### src/rtl/spi_inst_rx.sv
`default_nettype none
// ============================================================================
//  Module      : spi_inst_rx
//  Description : SPI-style serial word receiver. While spi_ss is low, one
//                spi_mosi bit is sampled per clk_i cycle, MSB first. Each word
//                of DATA_WIDTH bits is followed by one discarded gap cycle.
//                Assembled words are queued in a small FIFO with a
//                valid/ready output. A 16-bit push counter is provided, and two
//                sticky error flags report overflow and aborted frames.
//                Optional macro SPI_INST_RX_SYNC_EN: when defined, spi_ss and
//                spi_mosi pass through two-flop synchronizers before the FSM.
//  Revision    : 1.0 - initial release
// ============================================================================
module spi_inst_rx #(
    parameter int DATA_WIDTH = 32,
    parameter int FIFO_DEPTH = 4
) (
    input  logic                  clk_i,
    input  logic                  rst_ni,
    input  logic                  spi_ss,
    input  logic                  spi_mosi,
    output logic [DATA_WIDTH-1:0] word_o,
    output logic                  word_valid_o,
    input  logic                  word_ready_i,
    output logic [15:0]           word_count_o,
    output logic                  busy_o,
    output logic                  overflow_o,
    output logic                  frame_err_o
);

    // Bit counter must hold values up to DATA_WIDTH.
    localparam int c_cnt_w = $clog2(DATA_WIDTH + 1);
    localparam int c_ptr_w = $clog2(FIFO_DEPTH);
    localparam logic [c_cnt_w-1:0] c_last_bit = c_cnt_w'(DATA_WIDTH - 1);

    typedef enum logic [1:0] {
        S_IDLE  = 2'd0,
        S_SHIFT = 2'd1,
        S_GAP   = 2'd2
    } state_t;

    logic                  w_ss;
    logic                  w_mosi;
    state_t                r_state;
    logic [c_cnt_w-1:0]    r_bit_cnt;
    logic [DATA_WIDTH-2:0] r_shift;
    logic [DATA_WIDTH-1:0] w_shift_next;
    logic                  w_push;
    logic                  r_frame_err;

    logic [DATA_WIDTH-1:0] r_mem [FIFO_DEPTH];
    logic [c_ptr_w:0]      r_wr_ptr;
    logic [c_ptr_w:0]      r_rd_ptr;
    logic                  w_empty;
    logic                  w_full;
    logic                  w_pop;
    logic                  w_push_ok;
    logic                  r_overflow;
    logic [15:0]           r_word_count;

`ifdef SPI_INST_RX_SYNC_EN
    logic [1:0] r_ss_sync;
    logic [1:0] r_mosi_sync;

    // Two-flop synchronizers; ss idles high so reset never looks like a frame.
    always_ff @(posedge clk_i or negedge rst_ni) begin
        if (!rst_ni) begin
            r_ss_sync   <= 2'b11;
            r_mosi_sync <= 2'b00;
        end else begin
            r_ss_sync   <= {r_ss_sync[0], spi_ss};
            r_mosi_sync <= {r_mosi_sync[0], spi_mosi};
        end
    end

    assign w_ss   = r_ss_sync[1];
    assign w_mosi = r_mosi_sync[1];
`else
    assign w_ss   = spi_ss;
    assign w_mosi = spi_mosi;
`endif

    // The incoming bit completes the word; the oldest bit lands in the MSB.
    assign w_shift_next = {r_shift, w_mosi};
    assign w_push       = (r_state == S_SHIFT) && !w_ss && (r_bit_cnt == c_last_bit);

    // Receive FSM: frame tracking, bit assembly and abort detection.
    always_ff @(posedge clk_i or negedge rst_ni) begin
        if (!rst_ni) begin
            r_state     <= S_IDLE;
            r_bit_cnt   <= '0;
            r_shift     <= '0;
            r_frame_err <= 1'b0;
        end else begin
            case (r_state)
                S_IDLE: begin
                    if (!w_ss) begin
                        r_shift   <= w_shift_next[DATA_WIDTH-2:0];
                        r_bit_cnt <= c_cnt_w'(1);
                        r_state   <= S_SHIFT;
                    end
                end
                S_SHIFT: begin
                    if (w_ss) begin
                        // A count of zero means the frame ended cleanly after a gap.
                        if (r_bit_cnt != '0) begin
                            r_frame_err <= 1'b1;
                        end
                        r_bit_cnt <= '0;
                        r_state   <= S_IDLE;
                    end else begin
                        r_shift   <= w_shift_next[DATA_WIDTH-2:0];
                        r_bit_cnt <= r_bit_cnt + 1'b1;
                        if (r_bit_cnt == c_last_bit) begin
                            r_state <= S_GAP;
                        end
                    end
                end
                S_GAP: begin
                    r_bit_cnt <= '0;
                    r_state   <= w_ss ? S_IDLE : S_SHIFT;
                end
                default: begin
                    r_bit_cnt <= '0;
                    r_state   <= S_IDLE;
                end
            endcase
        end
    end

    // Pointers carry one extra wrap bit to tell full from empty.
    assign w_empty   = (r_wr_ptr == r_rd_ptr);
    assign w_full    = (r_wr_ptr[c_ptr_w] != r_rd_ptr[c_ptr_w]) &&
                       (r_wr_ptr[c_ptr_w-1:0] == r_rd_ptr[c_ptr_w-1:0]);
    assign w_pop     = !w_empty && word_ready_i;
    assign w_push_ok = w_push && (!w_full || w_pop);

    // Output FIFO, push counter and overflow flag.
    always_ff @(posedge clk_i or negedge rst_ni) begin
        if (!rst_ni) begin
            for (int i = 0; i < FIFO_DEPTH; i++) begin
                r_mem[i] <= '0;
            end
            r_wr_ptr     <= '0;
            r_rd_ptr     <= '0;
            r_overflow   <= 1'b0;
            r_word_count <= '0;
        end else begin
            if (w_push_ok) begin
                r_mem[r_wr_ptr[c_ptr_w-1:0]] <= w_shift_next;
                r_wr_ptr     <= r_wr_ptr + 1'b1;
                r_word_count <= r_word_count + 16'd1;
            end else if (w_push) begin
                r_overflow <= 1'b1;
            end
            if (w_pop) begin
                r_rd_ptr <= r_rd_ptr + 1'b1;
            end
        end
    end

    assign word_o       = r_mem[r_rd_ptr[c_ptr_w-1:0]];
    assign word_valid_o = !w_empty;
    assign word_count_o = r_word_count;
    assign busy_o       = (r_state != S_IDLE);
    assign overflow_o   = r_overflow;
    assign frame_err_o  = r_frame_err;

endmodule
`default_nettype wire

### config.mk
export PLATFORM = sky130hd
export DESIGN_NAME = spi_inst_rx
export DESIGN_NICKNAME = d
export VERILOG_FILES = /design/src/rtl/spi_inst_rx.sv
export SDC_FILE = /design/constraint.sdc
export NUM_CORES = 1
export LEC_CHECK = 0
export CAP_MARGIN = 0
export CORE_MARGIN = 2
export CORE_UTILIZATION = 53
export CTS_CLUSTER_SIZE = 40
export DETAILED_ROUTE_END_ITERATION = 8
export PLACE_DENSITY = 0.76
export SYNTH_ARGS = -nofsm -noshare
export SYNTH_HDL_FRONTEND = slang
export SYNTH_SLANG_ARGS = --single-unit
### constraint.sdc
create_clock -name clk_i -period 2.17 [get_ports clk_i]
set_input_delay 0.434 -clock clk_i [delete_from_list [all_inputs] [get_ports clk_i]]
set_output_delay 0.434 -clock clk_i [all_outputs]
set_load 0.01 [all_outputs]
; Word-level counts from Yosys, hierarchy flattened
; Index checks and enable logic that the tools add are counted.
[word_totals]
ff_bits = 191
input_bits = 5
output_inout_bits = 52
[op_classes]
add_sub_neg = 4
n_lt_le_gt_ge = 3
n_eq_ne = 8
mux = 14
bitwise_logic = 4
n_reduce_logical = 18
[ops]
columns = operator, count
row1 = $bwmux W128, 1
row2 = $mux W32, 3
row3 = $bmux W32 S2, 1
row4 = $demux W32 S2, 1
row5 = $add A16 B1 Y16 const B, 1
row6 = $mux W6, 2
row7 = $pmux W6 S2, 1
row8 = $add A3 B1 Y3 const B, 2
row9 = $add A6 B1 Y6 const B, 1
row10 = $eq A6 B5 Y1 const B, 1
row11 = $ge A3 B3 Y1 const B, 2
row12 = $logic_and A1 B1 Y1, 6
row13 = $mux W2, 3
row14 = $not A2 Y3, 2
row15 = $pmux W2 S3, 1
row16 = $reduce_and A2 Y1, 3
row17 = $reduce_bool A6 Y1, 1
row18 = $eq A3 B3 Y1, 1
row19 = $logic_not A1 Y1, 3
row20 = $lt A3 B1 Y1 const B, 1
row21 = $ne A3 B2 Y1 const B, 1
row22 = $reduce_and A3 Y1, 1
row23 = $eq A2 B1 Y1 const B, 1
row24 = $eq A2 B2 Y1, 1
row25 = 9 further kinds, 10

; Logic depth before layout (Yosys ltp)
[depth]
ltp_word = 7
ltp_mapped = 8
mapped_depth_nobuf = 7

; Worst setup path after synthesis
; OpenSTA, ideal clock, no wires.
[synth_path]
kind = input -> register
start = in spi_ss
end = reg r_mem[2] in the netlist's numbering
setup_time_ns = 0.125
arrival_time_ns = 2.241
required_time_ns = 2.045
setup_slack_ns = -0.196
path_stages = 8
cell_sequence = or3b_1 > clkbuf_1 > or4_4 > nor2_4 > buf_6 > nand2_4 > buf_6 > mux2_4
[synth_via]
elab_chain_cells = 4
[synth_lines]
columns = element, line_no
row1 = start: declaration, 20  ; input logic spi_ss,
row2 = $logic_not A1 Y1, n/a
row3 = $logic_and A1 B1 Y1 (2 in series), 85  ; assign w_push = (r_state == S_SHIFT) && !w_ss && (r_bit_cnt == c_last_bit);
row4 = $logic_and A1 B1 Y1, 136  ; assign w_push_ok = w_push && (!w_full || w_pop);
row5 = end signal: indexed assignment, 150  ; r_mem[r_wr_ptr[c_ptr_w-1:0]] <= w_shift_next;
row6 = end: declaration, 51  ; logic [DATA_WIDTH-1:0] r_mem [FIFO_DEPTH];
; No other way between the ends.
; A chain may end at the register's enable or synchronous reset.

; Final worst setup path
[layout_path]
start = reg r_rd_ptr[0]
end = out word_o[20]
[layout_via]
elab_chain_cells = 4
[layout_lines]
columns = element, line_no
row1 = start: declaration, 53  ; logic [c_ptr_w:0] r_rd_ptr;
row2 = start signal: assignment, 157  ; r_rd_ptr <= r_rd_ptr + 1'b1;
row3 = $not A2 Y3 (implied by the code), 162  ; assign word_o = r_mem[r_rd_ptr[c_ptr_w-1:0]];
row4 = $bmux W32 S2, 162
row5 = $mux W32 (implied by the code) (2 in series), 162
row6 = end: declaration, 22  ; output logic [DATA_WIDTH-1:0] word_o,
; No other way between the ends. The select of a mux whose other input is x is not followed.

==> flow_results.org <==
** Worst setup path
- The most critical setup path has its endpoint at word_o[20].
- Worst Setup End Kind :: output port
- The critical path starts at r_rd_ptr[0].
- The cell that appears most often on the critical path is sky130_fd_sc_hd__buf_12.
- Counting both buffers and inverters, the worst setup path holds a total of 4.
- Among cell families on the critical path, the largest total delay comes from buffers and inverters.
- Measured in cells, the most critical reg-to-reg path has a length of 7.
- Delay of the slowest cell on the worst path :: 0.46 ns
- For the worst setup path, the data arrival time is 1.85 ns.
- The largest individual stage delay along the critical path comes from the cell sky130_fd_sc_hd__mux4_2.
- STA classifies the critical path startpoint as a flip-flop.
- In this run the critical register-to-register path is captured at r_mem[107].
- Crit Path Max Fanout :: 3
- Cell depth of the worst setup path :: 5
- Setup slack on the worst reg-to-reg path comes out at -0.09 ns.
- Kind of critical path :: flip-flop to output port
- Cells along the critical path :: buf_12 -> buf_12 -> buf_12 -> mux4_2 -> buf_6
- Worst endpoint required time :: 1.74 ns
- Startpoint of the most critical register-to-register path :: r_state[1]

** Hold path
- Min-delay worst type :: input port to flip-flop
- Worst Min Path Start :: spi_ss

** STA
- The max-slew violation count was 0.
- Final Setup Violations :: 139
- Highest clock rate :: 0.439 GHz
- Worst clock skew :: 0.00719 ns
- Tightest slew margin relative to the limit :: 0.625
- For the pin with the worst max-slew slack, the measured transition is 0.562 ns.
- Counting I/O delays and the setup requirement, the final critical path takes 2.28 ns.
- Setup repair after global routing could not meet its margin everywhere.
- Setup slack of the critical path after layout :: -0.110 ns
- Of the available clock period, the critical path in the final layout requires 1.05.
- Final number of hold-violating endpoints :: 0

** Placement
- Worst-case setup slack after placement :: -0.628 ns
- Input and output buffers added on the ports amount to 56.
- DPL Wire Length :: 9850 microns
- Placed inst area :: 0.00923 sq mm
- Last weighted congestion value of the routability-driven placer :: 0.772

** Final layout
- Post-Layout Inst Area :: 0.0106 sq mm
- Layout Area Growth over Synthesis :: 29.7%
- 0 antenna diodes ended up in the layout.
- The final layout contains 643 nets.
- Share of layout cells above drive strength 1 :: 0.530

** Drt
- Average wire per standard cell :: 21.8 microns
- First drt pass iteration count :: 4
- DRC violation count after routing :: 0
- For this block, the initial DRC count from the detailed router was 282.
- Detailed routing inserted a total of 4844 vias.
- Using the TritonRoute via totals, the vias-per-cell ratio works out to 5.83.
- For this block, the routed nets add up to 18100 microns of wire.
- In this run the remaining antenna-violating nets after routing total 0.

** Clocking
- The number of clock buffers added by TritonCTS is 17.
- Worst-skew pair later-pin latency :: 0.43 ns
- Cell at the root of the clock tree :: sky130_fd_sc_hd__clkbuf_16
- CTS tree :: yes
- # H-tree levels :: 4
- Clock tree buffer depth :: 2
- Clock tree synthesis found a total of 191 sinks.
- Clock-pin slew on the worst setup and hold paths :: 0.07 ns

** Yosys
- Synthesized area per cell :: 15.8 sq um
- Yosys printed 0 warnings.
- For this run, the register share of the synthesized area comes to 0.584.
- By area the synthesized netlist is led by sky130_fd_sc_hd__dfrtp_1 (58%), sky130_fd_sc_hd__mux2_2 (22%), sky130_fd_sc_hd__mux4_2 (8.8%).
- Summing every instance area after synthesis gives 0.00818 sq mm.
- The synthesized design contains 191 register bits.
- Synthesis handed over a netlist of 518 instances.
- Area share of the leading cell type in the synthesized netlist :: 0.584
- Number of nets produced by synthesis :: 531
- The netlist uses 36 different library cells.
- Cell type with the highest aggregate area in the netlist :: sky130_fd_sc_hd__dfrtp_1

** Floorplan
- In this run the horizontal extent of the chip is 128 microns.
- Std cell rows :: 45
- For this configuration, the core starts out at a cell density of 0.540.
- Overall die area :: 0.0164 sq mm
- In this run the standard cell core region covers 0.0151 sq mm.
- For this design the top-level I/O count stands at 57.
- Die height :: 128 microns

** Power and ir drop
- The worst-case IR drop observed on VDD is 0.000468 V.
- Int Power :: 6.72 mW
- Lkg Pwr :: 5.20 nW
- Of the total power, the share spent switching nets is 0.266.
- Portion of total power attributed to the clock network :: 0.353
- The share of total power dissipated in sequential elements is 0.463.
- NetSw :: 2.44 mW
- Total power density per cell area :: 863 mW/mm^2
- The share of total power dissipated in combinational logic is 0.184.

** GRT
- Congestion Overflow GR :: 0
- Entering global routing, the biggest net connects 48 pins.
- The via count of the first global-routing pass is 5298.
- The number of antenna violations at the first check in global routing came to 0.
- Overall Global Routing Usage :: 0.227
- Wire length of the first global-routing pass :: 28000 microns

** Outcome
- The flow ran to the end, but the final reports show violations.
- The final reports fail on setup timing.

** Job
- Number of max-cap violations :: 0
-- synth_stat cells --
| master | instances |
|---|---|
| sky130_fd_sc_hd__nor2b_1 | 2 |
| sky130_fd_sc_hd__or3b_1 | 1 |
| sky130_fd_sc_hd__ha_1 | 8 |
| sky130_fd_sc_hd__or3_1 | 1 |
| sky130_fd_sc_hd__o211a_1 | 1 |
| sky130_fd_sc_hd__xnor2_1 | 15 |
| sky130_fd_sc_hd__mux4_2 | 32 |
| sky130_fd_sc_hd__or2_2 | 1 |
| sky130_fd_sc_hd__a21o_1 | 1 |
| sky130_fd_sc_hd__clkbuf_1 | 9 |
| sky130_fd_sc_hd__nand2_4 | 1 |
| sky130_fd_sc_hd__nor4_1 | 1 |
| sky130_fd_sc_hd__and2_1 | 1 |
| sky130_fd_sc_hd__mux2_4 | 2 |
| sky130_fd_sc_hd__nor2_1 | 10 |
| sky130_fd_sc_hd__nor2_4 | 1 |
| sky130_fd_sc_hd__o41ai_1 | 1 |
| sky130_fd_sc_hd__dfrtp_1 | 191 |
| sky130_fd_sc_hd__xor2_1 | 8 |
| sky130_fd_sc_hd__buf_1 | 3 |
| sky130_fd_sc_hd__nand2_1 | 16 |
| sky130_fd_sc_hd__and3_1 | 3 |
| sky130_fd_sc_hd__nor3_1 | 2 |
| sky130_fd_sc_hd__buf_2 | 9 |
| sky130_fd_sc_hd__a41o_1 | 1 |
| sky130_fd_sc_hd__a32o_1 | 1 |
| sky130_fd_sc_hd__or4_4 | 1 |
| sky130_fd_sc_hd__mux2_2 | 159 |
| sky130_fd_sc_hd__o21ai_0 | 7 |
| sky130_fd_sc_hd__nand3_1 | 8 |
| sky130_fd_sc_hd__nand4_1 | 3 |
| sky130_fd_sc_hd__buf_6 | 4 |
| sky130_fd_sc_hd__o31ai_1 | 2 |
| sky130_fd_sc_hd__and4b_1 | 1 |
| sky130_fd_sc_hd__inv_1 | 9 |
| sky130_fd_sc_hd__nand3b_1 | 2 |
-- per-stage QoR --
step | total power, mW | hold WS (ns) | instances | setup TNS, ns | utilization
floorplan | 5.00 | 0.138 | 518 | -5.43 | -
global placement | 5.55 | 0.414 | 769 | -74.48 | 0.609
detailed placement | 5.60 | 0.416 | 769 | -81.95 | 0.609
CTS | 9.18 | 0.461 | 821 | -10.86 | 0.676
global route | 9.54 | 0.507 | 831 | -15.12 | 0.701
finish | 9.16 | 0.472 | 831 | -7.96 | 0.701
-- cells by family after synthesis --
group / synth area share
AND/OR/NAND/NOR: 0.0355
adder cells (fa/ha/maj): 0.0122
buffers and inverters: 0.0207
flip-flops: 0.584
XOR/XNOR: 0.0246
multiplexers: 0.311
AO/OA/AOI/OAI: 0.0118
-- registers in the layout, indices dropped and copies added (netlist names) --
signal        flops
word_count_o     16
overflow_o        1
r_wr_ptr          3
r_bit_cnt         6
frame_err_o       1
r_shift          31
r_rd_ptr          3
r_mem           128
r_state           2
-- cells in the final DEF (no fill, tap or decap), types with 2 or more instances in the layout --
cell type,synthesis,layout
sky130_fd_sc_hd__buf_16,0,2
sky130_fd_sc_hd__nand2_1,16,10
sky130_fd_sc_hd__buf_6,4,36
sky130_fd_sc_hd__nand2_2,0,2
sky130_fd_sc_hd__mux4_2,32,32
sky130_fd_sc_hd__xnor2_1,15,12
sky130_fd_sc_hd__clkbuf_8,0,3
sky130_fd_sc_hd__dlygate4sd2_1,0,2
sky130_fd_sc_hd__clkbuf_1,9,3
sky130_fd_sc_hd__nand4_1,3,3
sky130_fd_sc_hd__xor2_1,8,8
sky130_fd_sc_hd__dfrtp_1,191,190
sky130_fd_sc_hd__buf_2,9,5
sky130_fd_sc_hd__ha_1,8,7
sky130_fd_sc_hd__nand3_1,8,8
sky130_fd_sc_hd__clkdlybuf4s50_1,0,20
sky130_fd_sc_hd__nor2_4,1,3
sky130_fd_sc_hd__mux2_2,159,157
sky130_fd_sc_hd__and3_1,3,2
sky130_fd_sc_hd__inv_1,9,9
sky130_fd_sc_hd__nor3_1,2,2
sky130_fd_sc_hd__buf_4,0,16
sky130_fd_sc_hd__clkinv_2,0,2
sky130_fd_sc_hd__buf_12,0,21
sky130_fd_sc_hd__buf_8,0,5
sky130_fd_sc_hd__o21ai_0,7,6
sky130_fd_sc_hd__clkinvlp_4,0,3
sky130_fd_sc_hd__o31ai_1,2,2
sky130_fd_sc_hd__nand2_8,0,6
sky130_fd_sc_hd__nor2_1,10,7
sky130_fd_sc_hd__nand3b_1,2,2
sky130_fd_sc_hd__clkbuf_16,0,25
sky130_fd_sc_hd__xnor2_2,0,3
sky130_fd_sc_hd__bufinv_16,0,3
sky130_fd_sc_hd__mux2_4,2,4
sky130_fd_sc_hd__nor2b_1,2,2
-- worst min path at each step --
| stage | to | cells past startpoint |
|---|---|---|
| 6_report | r_state[0] | 3 |
| 5_1_grt | word_count_o[15] | 1 |
| 4_1_cts | r_state[0] | 3 |
| 3_5_place_dp | word_count_o[12] | 1 |
| 3_3_place_gp | word_count_o[10] | 1 |
| 2_1_floorplan | frame_err_o | 0 |
-- layer usage --
metal	part of all wire	GRT usage	up-vias	wire, microns
li1	-	-	2128	-
met1	0.44	0.299	2570	7940
met2	0.51	0.377	112	9220
met3	0.030	0.0409	34	545
met4	0.022	0.0918	0	395
met5	0	0	-	0
-- worst min-delay path: cells and delay by family --
family | cells | cell delay, ns
buffers and inverters | 2 | 0.35
AO/OA/AOI/OAI | 1 | 0.07
-- cell type report --
cell class              instances  area, sq um
clock inverters                 9          131
inverters                       9         33.8
fillers                       937         4540
clock buffers                  23          478
well taps                     188          235
flip-flops and latches        191         4780
repair buffers                116         1530
multi-input cells             295         3420
-- timing repair --
action,4_1_cts,5_1_grt
cloned,5,8
endpoints found under the hold margin,43,0
gates resized for setup,196,38
pin swaps,4,5
buffers inserted,16,4
hold buffers,1,0
endpoints found under the setup margin,165,173
-- power by group through the flow --
stage | clock [mW] | combinational, mW | sequential, mW
detailed placement | 0 | 1.31 | 4.29
floorplan | 0 | 0.862 | 4.14
global placement | 0 | 1.29 | 4.26
global route | 3.43 | 1.81 | 4.30
finish | 3.23 | 1.69 | 4.24
CTS | 3.26 | 1.70 | 4.23
No activity file was read; power rests on OpenSTA's default activity.
